File: config.mk
export PLATFORM = sky130hd
export DESIGN_NAME = div_rate_sched
export DESIGN_NICKNAME = d
export VERILOG_FILES = /design/src/rtl/div_rate_sched_pkg.sv /design/src/rtl/div_rate_sched_rr_arbiter.sv /design/src/rtl/div_rate_sched.sv
export SDC_FILE = /design/constraint.sdc
export NUM_CORES = 1
export LEC_CHECK = 0
export CAP_MARGIN = 15
export CORE_ASPECT_RATIO = 1.4
export CORE_UTILIZATION = 58
export CTS_CLUSTER_SIZE = 10
export DETAILED_ROUTE_END_ITERATION = 16
export PLACE_DENSITY = 0.79
export SYNTH_ARGS = -nofsm -noshare
export SYNTH_HDL_FRONTEND = slang
export SYNTH_SLANG_ARGS = --single-unit
export TNS_END_PERCENT = 10
File: constraint.sdc
create_clock -name clk -period 3.5 [get_ports clk]
set_input_delay 0.875 -clock clk [delete_from_list [all_inputs] [get_ports clk]]
set_output_delay 0.875 -clock clk [all_outputs]
set_load 0.01 [all_outputs]
File: src/rtl/div_rate_sched_pkg.sv
// Shared types, default widths and the period-mask helper for the divided-rate scheduler.
package div_rate_sched_pkg;

  localparam int unsigned SelW  = 5;
  localparam int unsigned CntW  = 32;
  localparam int unsigned MaskW = 64;

  typedef enum logic [1:0] {
    StIdle,
    StWait,
    StApply,
    StErr
  } state_e;

  // Low (sel+1) bits set: a period of 2^(sel+1) cycles ends when cnt has all of them high.
  function automatic logic [MaskW-1:0] sel_mask(input int unsigned sel);
    return (MaskW'(2) << sel) - MaskW'(1);
  endfunction

endpackage

File: src/rtl/div_rate_sched_rr_arbiter.sv
// Combinational round-robin arbiter: grants the first request at or after ptr_i, cyclically.
module div_rate_sched_rr_arbiter #(
  parameter int unsigned NREQ = 2,
  parameter int unsigned IdxW = (NREQ > 1) ? $clog2(NREQ) : 1
) (
  input  logic [NREQ-1:0] req_i,
  input  logic [IdxW-1:0] ptr_i,
  output logic [NREQ-1:0] gnt_o,
  output logic [IdxW-1:0] gnt_idx_o
);

  int unsigned       idx;
  logic [IdxW-1:0]   idx_w;
  logic              found;

  always_comb begin
    gnt_o     = '0;
    gnt_idx_o = '0;
    found     = 1'b0;
    idx       = 0;
    idx_w     = '0;
    for (int unsigned i = 0; i < NREQ; i++) begin
      idx = 32'(ptr_i) + i;
      if (idx >= NREQ) idx = idx - NREQ;
      idx_w = IdxW'(idx);
      if (!found && req_i[idx_w]) begin
        found        = 1'b1;
        gnt_o[idx_w] = 1'b1;
        gnt_idx_o    = idx_w;
      end
    end
  end

endmodule

File: src/rtl/div_rate_sched.sv
// Divided-rate timebase: emits a tick every 2^(cur_sel+1) cycles and applies
// round-robin-arbitrated rate changes only at period boundaries.
module div_rate_sched
  import div_rate_sched_pkg::*;
#(
  parameter int unsigned NREQ        = 2,
  parameter int unsigned CW          = CntW,
  parameter int unsigned SELW        = SelW,
  parameter int unsigned DEFAULT_SEL = 20
) (
  input  logic                 clk,
  input  logic                 rst,
  input  logic [NREQ-1:0]      req,
  input  logic [NREQ*SELW-1:0] req_sel,
  output logic [NREQ-1:0]      ack,
  output logic                 err,
  output logic [SELW-1:0]      cur_sel,
  output logic                 tick,
  output logic                 busy
);

  localparam int unsigned IdxW   = (NREQ > 1) ? $clog2(NREQ) : 1;
  localparam int unsigned MaskCw = CW + 1;

  state_e          state_q, state_d;
  logic [CW-1:0]   cnt_q, cnt_d;
  logic [SELW-1:0] cur_sel_q, cur_sel_d;
  logic [SELW-1:0] g_sel_q, g_sel_d;
  logic [IdxW-1:0] g_idx_q, g_idx_d;
  logic [IdxW-1:0] rr_ptr_q, rr_ptr_d;
  logic [NREQ-1:0] ack_q, ack_d;
  logic            err_q, err_d;
  logic            tick_q, tick_d;

  logic [NREQ-1:0] gnt;
  logic [IdxW-1:0] gnt_idx;
  logic [SELW-1:0] gnt_sel;
  logic [SELW-1:0] sel_arr [NREQ];
  logic [CW:0]     mask;
  logic            bnd;
  logic [IdxW-1:0] next_ptr;

  for (genvar i = 0; i < NREQ; i++) begin : g_sel_slice
    assign sel_arr[i] = req_sel[i*SELW +: SELW];
  end

  div_rate_sched_rr_arbiter #(
    .NREQ (NREQ),
    .IdxW (IdxW)
  ) u_arb (
    .req_i     (req),
    .ptr_i     (rr_ptr_q),
    .gnt_o     (gnt),
    .gnt_idx_o (gnt_idx)
  );

  // One-hot AND-OR mux of the granted requester's select.
  always_comb begin
    gnt_sel = '0;
    for (int unsigned i = 0; i < NREQ; i++) begin
      if (gnt[i]) gnt_sel = gnt_sel | sel_arr[i];
    end
  end

  assign mask     = MaskCw'(sel_mask(32'(cur_sel_q)));
  assign bnd      = (({1'b0, cnt_q} & mask) == mask);
  assign next_ptr = (g_idx_q == IdxW'(NREQ - 1)) ? '0 : g_idx_q + IdxW'(1);

  always_comb begin
    state_d   = state_q;
    cnt_d     = cnt_q + CW'(1);
    cur_sel_d = cur_sel_q;
    g_sel_d   = g_sel_q;
    g_idx_d   = g_idx_q;
    rr_ptr_d  = rr_ptr_q;
    ack_d     = '0;
    err_d     = 1'b0;
    tick_d    = bnd;
    case (state_q)
      StIdle: begin
        if (|gnt) begin
          g_idx_d = gnt_idx;
          g_sel_d = gnt_sel;
          if (32'(gnt_sel) >= CW) begin
            state_d = StErr;
          end else if (gnt_sel == cur_sel_q) begin
            state_d = StApply;
          end else begin
            state_d = StWait;
          end
        end
      end
      StWait: begin
        // The old period's final tick still fires on this edge via tick_d = bnd.
        if (bnd) begin
          cur_sel_d = g_sel_q;
          cnt_d     = '0;
          state_d   = StApply;
        end
      end
      StApply: begin
        ack_d[g_idx_q] = 1'b1;
        rr_ptr_d       = next_ptr;
        state_d        = StIdle;
      end
      StErr: begin
        err_d          = 1'b1;
        ack_d[g_idx_q] = 1'b1;
        rr_ptr_d       = next_ptr;
        state_d        = StIdle;
      end
      default: state_d = StIdle;
    endcase
  end

  always_ff @(posedge clk or posedge rst) begin
    if (rst) begin
      state_q   <= StIdle;
      cnt_q     <= '0;
      cur_sel_q <= SELW'(DEFAULT_SEL);
      g_sel_q   <= '0;
      g_idx_q   <= '0;
      rr_ptr_q  <= '0;
      ack_q     <= '0;
      err_q     <= 1'b0;
      tick_q    <= 1'b0;
    end else begin
      state_q   <= state_d;
      cnt_q     <= cnt_d;
      cur_sel_q <= cur_sel_d;
      g_sel_q   <= g_sel_d;
      g_idx_q   <= g_idx_d;
      rr_ptr_q  <= rr_ptr_d;
      ack_q     <= ack_d;
      err_q     <= err_d;
      tick_q    <= tick_d;
    end
  end

  assign ack     = ack_q;
  assign err     = err_q;
  assign cur_sel = cur_sel_q;
  assign tick    = tick_q;
  assign busy    = (state_q != StIdle);

endmodule

==> Yosys cells after proc, flatten, opt, wreduce, memory -nomap -nowiden <==
Index checks and enable logic that the tools add are counted.
W data, S select, Z words.
{ "totals": {"word_cells": 74, "latchBits": 0, "memories": 0, "inputBits": 14, "rom_bits": 0, "output_inout_bits": 10, "ramBits": 0, "regBits": 50} }
{ "classes": {"eq_ne": 7, "bitwise_logic": 3, "magnitude_cmp": 8, "n_reduce_logical": 12, "mul": 0, "n_shift": 1, "muxes": 28, "div": 0, "n_addsub": 6} }
{ "ops": {"columns": ["cell", "n"], "rows": [
  ["$mux W32", 2],
  ["$and A32 B33 Y33", 1],
  ["$eq A33 B33 Y1", 1],
  ["$shl A2 B5 Y33 const A", 1],
  ["$sub A33 B2 Y33 const B", 1],
  ["$add A32 B1 Y32 const B", 1],
  ["$mux W1", 14],
  ["$mux W2", 6],
  ["$mux W5", 2],
  ["$lt A1 B2 Y1 const B", 3],
  ["$pmux W2 S3", 1],
  ["$reduce_and A2 Y1", 3],
  ["$eq A5 B5 Y1", 1],
  ["$or A5 B5 Y5", 1],
  ["$eq A2 B2 Y1 const B", 2],
  ["$logic_and A1 B1 Y1", 4],
  ["$ne A2 B2 Y1 const B", 2],
  ["$reduce_or A2 Y1", 2],
  ["$demux W1 S1", 3],
  ["$ge A1 B1 Y1 const B", 3],
  ["$add A1 B1 Y2 const B", 1],
  ["$eq A2 B1 Y1 const B", 1],
  ["$ge A1 B2 Y1 const B", 1],
  ["$ge A2 B2 Y1 const B", 1],
  ["other kinds (6)", 7]
]} }

==> Longest topological paths before layout <==
{ "logic_depth": {"depth_word": 16, "mapped_depth": 14, "depth_no_buf": 10} }

==> Modules after synthesis <==
Synthesis repeated with hierarchy kept, for this count alone.
{ "unflattened": {"cells_unflattened": 338, "hier_area_um2": 3015.4} }
{ "modules_own_cells": {"columns": ["module", "cells_per_inst", "area_per_inst_um2", "seq_area_each_um2", "n_inst"], "rows": [
  ["div_rate_sched", 334, 2985.4, 1253.7, 1],
  ["div_rate_sched_rr_arbiter", 4, 30.0, 0.0, 1]
]} }

==> Worst setup path after synthesis <==
OpenSTA, ideal clock, no wires.
{ "synth_timing": {"path_type": "register to register", "start": "register cur_sel_q[3] (netlist: cur_sel[3])", "end": "register cur_sel_q[0] (netlist: cur_sel[0])", "path_slack_ps": 314, "n_path_buf": 3, "t_required_ps": 3375, "arrival_ps": 3061, "setup_ps": 125, "path_stages_with_launch": 13, "period_less_slack_ps": 3186, "path_cell_list": "dfrtp_1 > buf_2 > nor3_1 > nand2_1 > ha_1 > buf_2 > clkbuf_1 > o21a_1 > a21oi_1 > o22ai_1 > or4_4 > nor3_4 > mux2_2"} }
{ "synth_via": {"elab_chain_len": 5} }
{ "synth_lines": {"columns": ["element", "line", "source"], "rows": [
  ["from (decl)", "div_rate_sched.sv:27", "logic [SELW-1:0] cur_sel_q, cur_sel_d;"],
  ["from (signal assigned)", "div_rate_sched.sv:120", "cur_sel_q <= SELW'(DEFAULT_SEL);"],
  ["from (signal assigned)", "div_rate_sched.sv:130", "cur_sel_q <= cur_sel_d;"],
  ["$shl A2 B5 Y33 *", "div_rate_sched_pkg.sv:17", "return (MaskW'(2) << sel) - MaskW'(1);"],
  ["$sub A33 B2 Y33 *", "div_rate_sched_pkg.sv:17", null],
  ["$and A32 B33 Y33", "div_rate_sched.sv:66", "assign bnd = (({1'b0, cnt_q} & mask) == mask);"],
  ["$eq A33 B33 Y1 *", "div_rate_sched.sv:66", null],
  ["$reduce_and A2 Y1 (no line) *", null, null]
]} }
Mark *: on every way between the ends. The rest lies on a longest branch, timed or not.
A chain may end at the register's enable or synchronous reset.

==> Final worst setup path <==
{ "layout_timing": {"start": "register cur_sel_q[3] (netlist: cur_sel[3])", "end": "register cur_sel_q[1] (netlist: cur_sel[1])"} }
Same word-level chain as after synthesis.

==> metrics.txt <==
status=finished clean; Max Root-Sink Buffers=2; TritonRoute pass-1 iters=5; Worst R2R End=cur_sel[1]$_DFFE_PP0P_; Fillers=407; Worst Path Arrival=3.47 ns; DIE AREA=5540 um2; Boundary Pins=24; synthesis-to-finish area growth=14.8%; first-pass GRT wire length=12.5 mm; DR vias=2690; gr usage total=29.6%; WL final=7.60 mm; Die X=63.2 um; R2R cell count=11; Sinks on Clock Net=50; max frequency=0.306 GHz; initial antenna violation count=0; R2R Path Start=cur_sel[3]$_DFFE_PP0P_; Syn Nets=369; worst setup path class=register to register; WHS Path Cells=1; Starting DRT DRC Count=175; fin crit share=93.3%; drt via density=6.04; Least-Margin Pin Slew=0.723 ns; Rel. slew slack=51.6%; unrepaired setup endpoints after global routing=false; Slowest-stage cell, CP=or4_4; clk_lat worst skew=0.31 ns; clk root buf=clkbuf_8; Hold EP=ack[0]$_DFF_PP0_; hold_sp=g_idx_q$_DFFE_PP0P_; top cells by area, synth=dfrtp_1 (40%), nor2_1 (7.0%), xor2_1 (5.5%); CP max stage delay=0.53 ns; starting density of the core=61.3%; Distinct cells, synth=50; hold_ws=0.467 ns; Synthesis Warnings=0; pin count of the biggest net entering global routing=51; final setup fails=0; mapped cell area=3040 um2; Syn Inst Count=353; CP max FO=9; total CTS buffers=5; CTS tree=done; area of the multi-input gates=1660 um2; layout cells sized above 1=10.2%; LEAKAGE=1.52 nW; register area=1250 um2; VDD IR max=0.440 mV; asr flop ratio synth=100%; ANT cells=0; post-CTS setup buffers=0; # port buffers=23; post-layout minimum cycle time=3.27 ns; register bit total from synthesis=50; DP HPWL=5.35 mm; fin nets=396; WL per Instance=17.1 um; Routed Antenna Nets=0; vias in the first global route=2528; Fin Clk Skew=0.00463 ns; CTS clk-pin slew, worst paths=0.10 ns; Sum Neg Setup Slack=0 ns; Max-Cap Viols=0; Resize count post-CTS=0; DRC=0; worst min-delay path class=register to register; Core Rows=30; Pins Over Slew Limit=0; critical path required time=3.71 ns; nature of the critical path endpoint=register; critical path cell sequence=nor3_1 > nand2_1 > ha_1 > buf_4 > nor3b_1 > a31o_2 > a21oi_1 > o311ai_0 > or4_4 > nor3_4 > mux2_2; die height=87.6 um; Yosys top cell by area=dfrtp_1; register area share after synthesis=41.3%; PwrDens=448 nW/um2; final hold violations=0; total grt overflow=0; CP Launch Type=register; Core ar.=4950 um2; most used flip-flop cell after synthesis=dfrtp_1; Avg Cell Area, Syn=8.61 um2; Hold-fix buffers, CTS=0; GP Congestion=0.980; post-synth top area share=39.5%; Reg2Reg Setup Slack=0.23 ns; number of enable flip-flop cells after synthesis=0; H-tree Lvls=2
[metrics by stage]
step           setup WS, ns  power [W]  util [%]  area (um2)  instances
2_1_floorplan         0.314    0.00105         -        3040        353
3_3_place_gp          0.297    0.00119      68.1        3370        436
3_5_place_dp          0.233    0.00120      68.1        3370        436
4_1_cts               0.193    0.00156      70.0        3470        444
5_1_grt             0.00269    0.00164      70.4        3490        445
6_report              0.234    0.00156      70.4        3490        445
[cells by family after synthesis]
logic type / after synthesis / share of synthesized area (%)
flip-flops: 50 / 41.3
XOR/XNOR: 34 / 9.80
adder cells (fa/ha/maj): 2 / 0.824
multiplexers: 6 / 2.18
AO/OA/AOI/OAI: 71 / 15.4
AND/OR/NAND/NOR: 161 / 26.5
buffers and inverters: 29 / 4.04
[per-layer routing]
| layer | part of all wire, % | global-route usage [%] | wire length [um] | vias to the layer above |
|---|---|---|---|---|
| li1 | - | - | - | 1303 |
| met1 | 42 | 38.4 | 3210 | 1249 |
| met2 | 50 | 48.5 | 3760 | 119 |
| met3 | 4.9 | 3.52 | 371 | 19 |
| met4 | 3.3 | 15.4 | 254 | 0 |
| met5 | 0 | 0 | 0 | - |
[area by class of cell]
cell class / count / share of cell area (%)
Inverter: 11 / 1.18
Tap cell: 64 / 2.30
Clock buffer: 5 / 1.97
Multi-Input combinational cell: 274 / 47.6
Clock inverter: 3 / 0.753
Sequential cell: 50 / 36.0
Timing Repair Buffer: 38 / 10.2
[power by group]
group / internal, W / switching, W
logic: 0.000199 / 0.000256
registers: 0.000660 / 0.0000832
clock network: 0.000149 / 0.000215
total: 0.00101 / 0.000554
[registers in the layout, indices dropped and copies added (netlist names)]
signal    cells
err           1
cnt_q        32
tick          1
g_idx_q       1
cur_sel       5
g_sel_q       5
state_q       2
ack           2
rr_ptr_q      1
[critical path: cells and delay by family (launching register included)]
| family | cells | cell delay, ns |
|---|---|---|
| AO/OA/AOI/OAI | 3 | 0.48 |
| adder cells (fa/ha/maj) | 1 | 0.28 |
| buffers and inverters | 1 | 0.19 |
| flip-flops | 1 | 0.42 |
| multiplexers | 1 | 0.38 |
| AND/OR/NAND/NOR | 5 | 1.41 |
[synthesized netlist by cell type, drive strengths merged, types with 3 or more instances]
cell type  instances
nor2              57
dfrtp             48
nand2             26
a21oi             19
xor2              19
nand3             15
xnor2             15
and3              12
buf               11
o21ai             11
nor3              10
inv                9
a22oi              7
clkbuf             7
nor2b              7
nor4               6
mux2               5
nand2b             5
o22ai              5
nand4              4
nor3b              4
o31ai              4
or2                4
a2111oi            3
a211oi             3
a21boi             3
a31oi              3
and2               3
o311ai             3
[placed cells by master (no fill, tap or decap), types with 4 or more instances in the layout]
cell             instances
nor3b_1                  4
nand3_1                 15
nand4_1                  4
clkbuf_8                 5
buf_4                   14
nor2_1                  57
inv_1                    8
nand2_1                 26
nor3_1                   9
xnor2_1                 15
nand2b_1                 5
clkdlybuf4s50_1         23
or2_2                    4
a21oi_1                 19
xor2_1                  19
o31ai_1                  4
and3_1                  12
dfrtp_1                 48
o22ai_1                  5
nor4_1                   6
nor2b_1                  7
o21ai_0                 11
a22oi_1                  7
mux2_2                   5
[worst max-delay path by stage]
| stage | from | to | cells after the start |
|---|---|---|---|
| 2_1_floorplan | cur_sel[3]$_DFFE_PP0P_ | cur_sel[0]$_DFFE_PP0P_ | 12 |
| 3_3_place_gp | cur_sel[3]$_DFFE_PP0P_ | cur_sel[3]$_DFFE_PP0P_ | 11 |
| 3_5_place_dp | cur_sel[3]$_DFFE_PP0P_ | cur_sel[3]$_DFFE_PP0P_ | 11 |
| 4_1_cts | cur_sel[3]$_DFFE_PP0P_ | cur_sel[1]$_DFFE_PP0P_ | 11 |
| 5_1_grt | cur_sel[3]$_DFFE_PP0P_ | cnt_q[15]$_DFF_PP0_ | 12 |
| 6_report | cur_sel[3]$_DFFE_PP0P_ | cur_sel[1]$_DFFE_PP0P_ | 11 |
(Power assumes the default switching activity.)
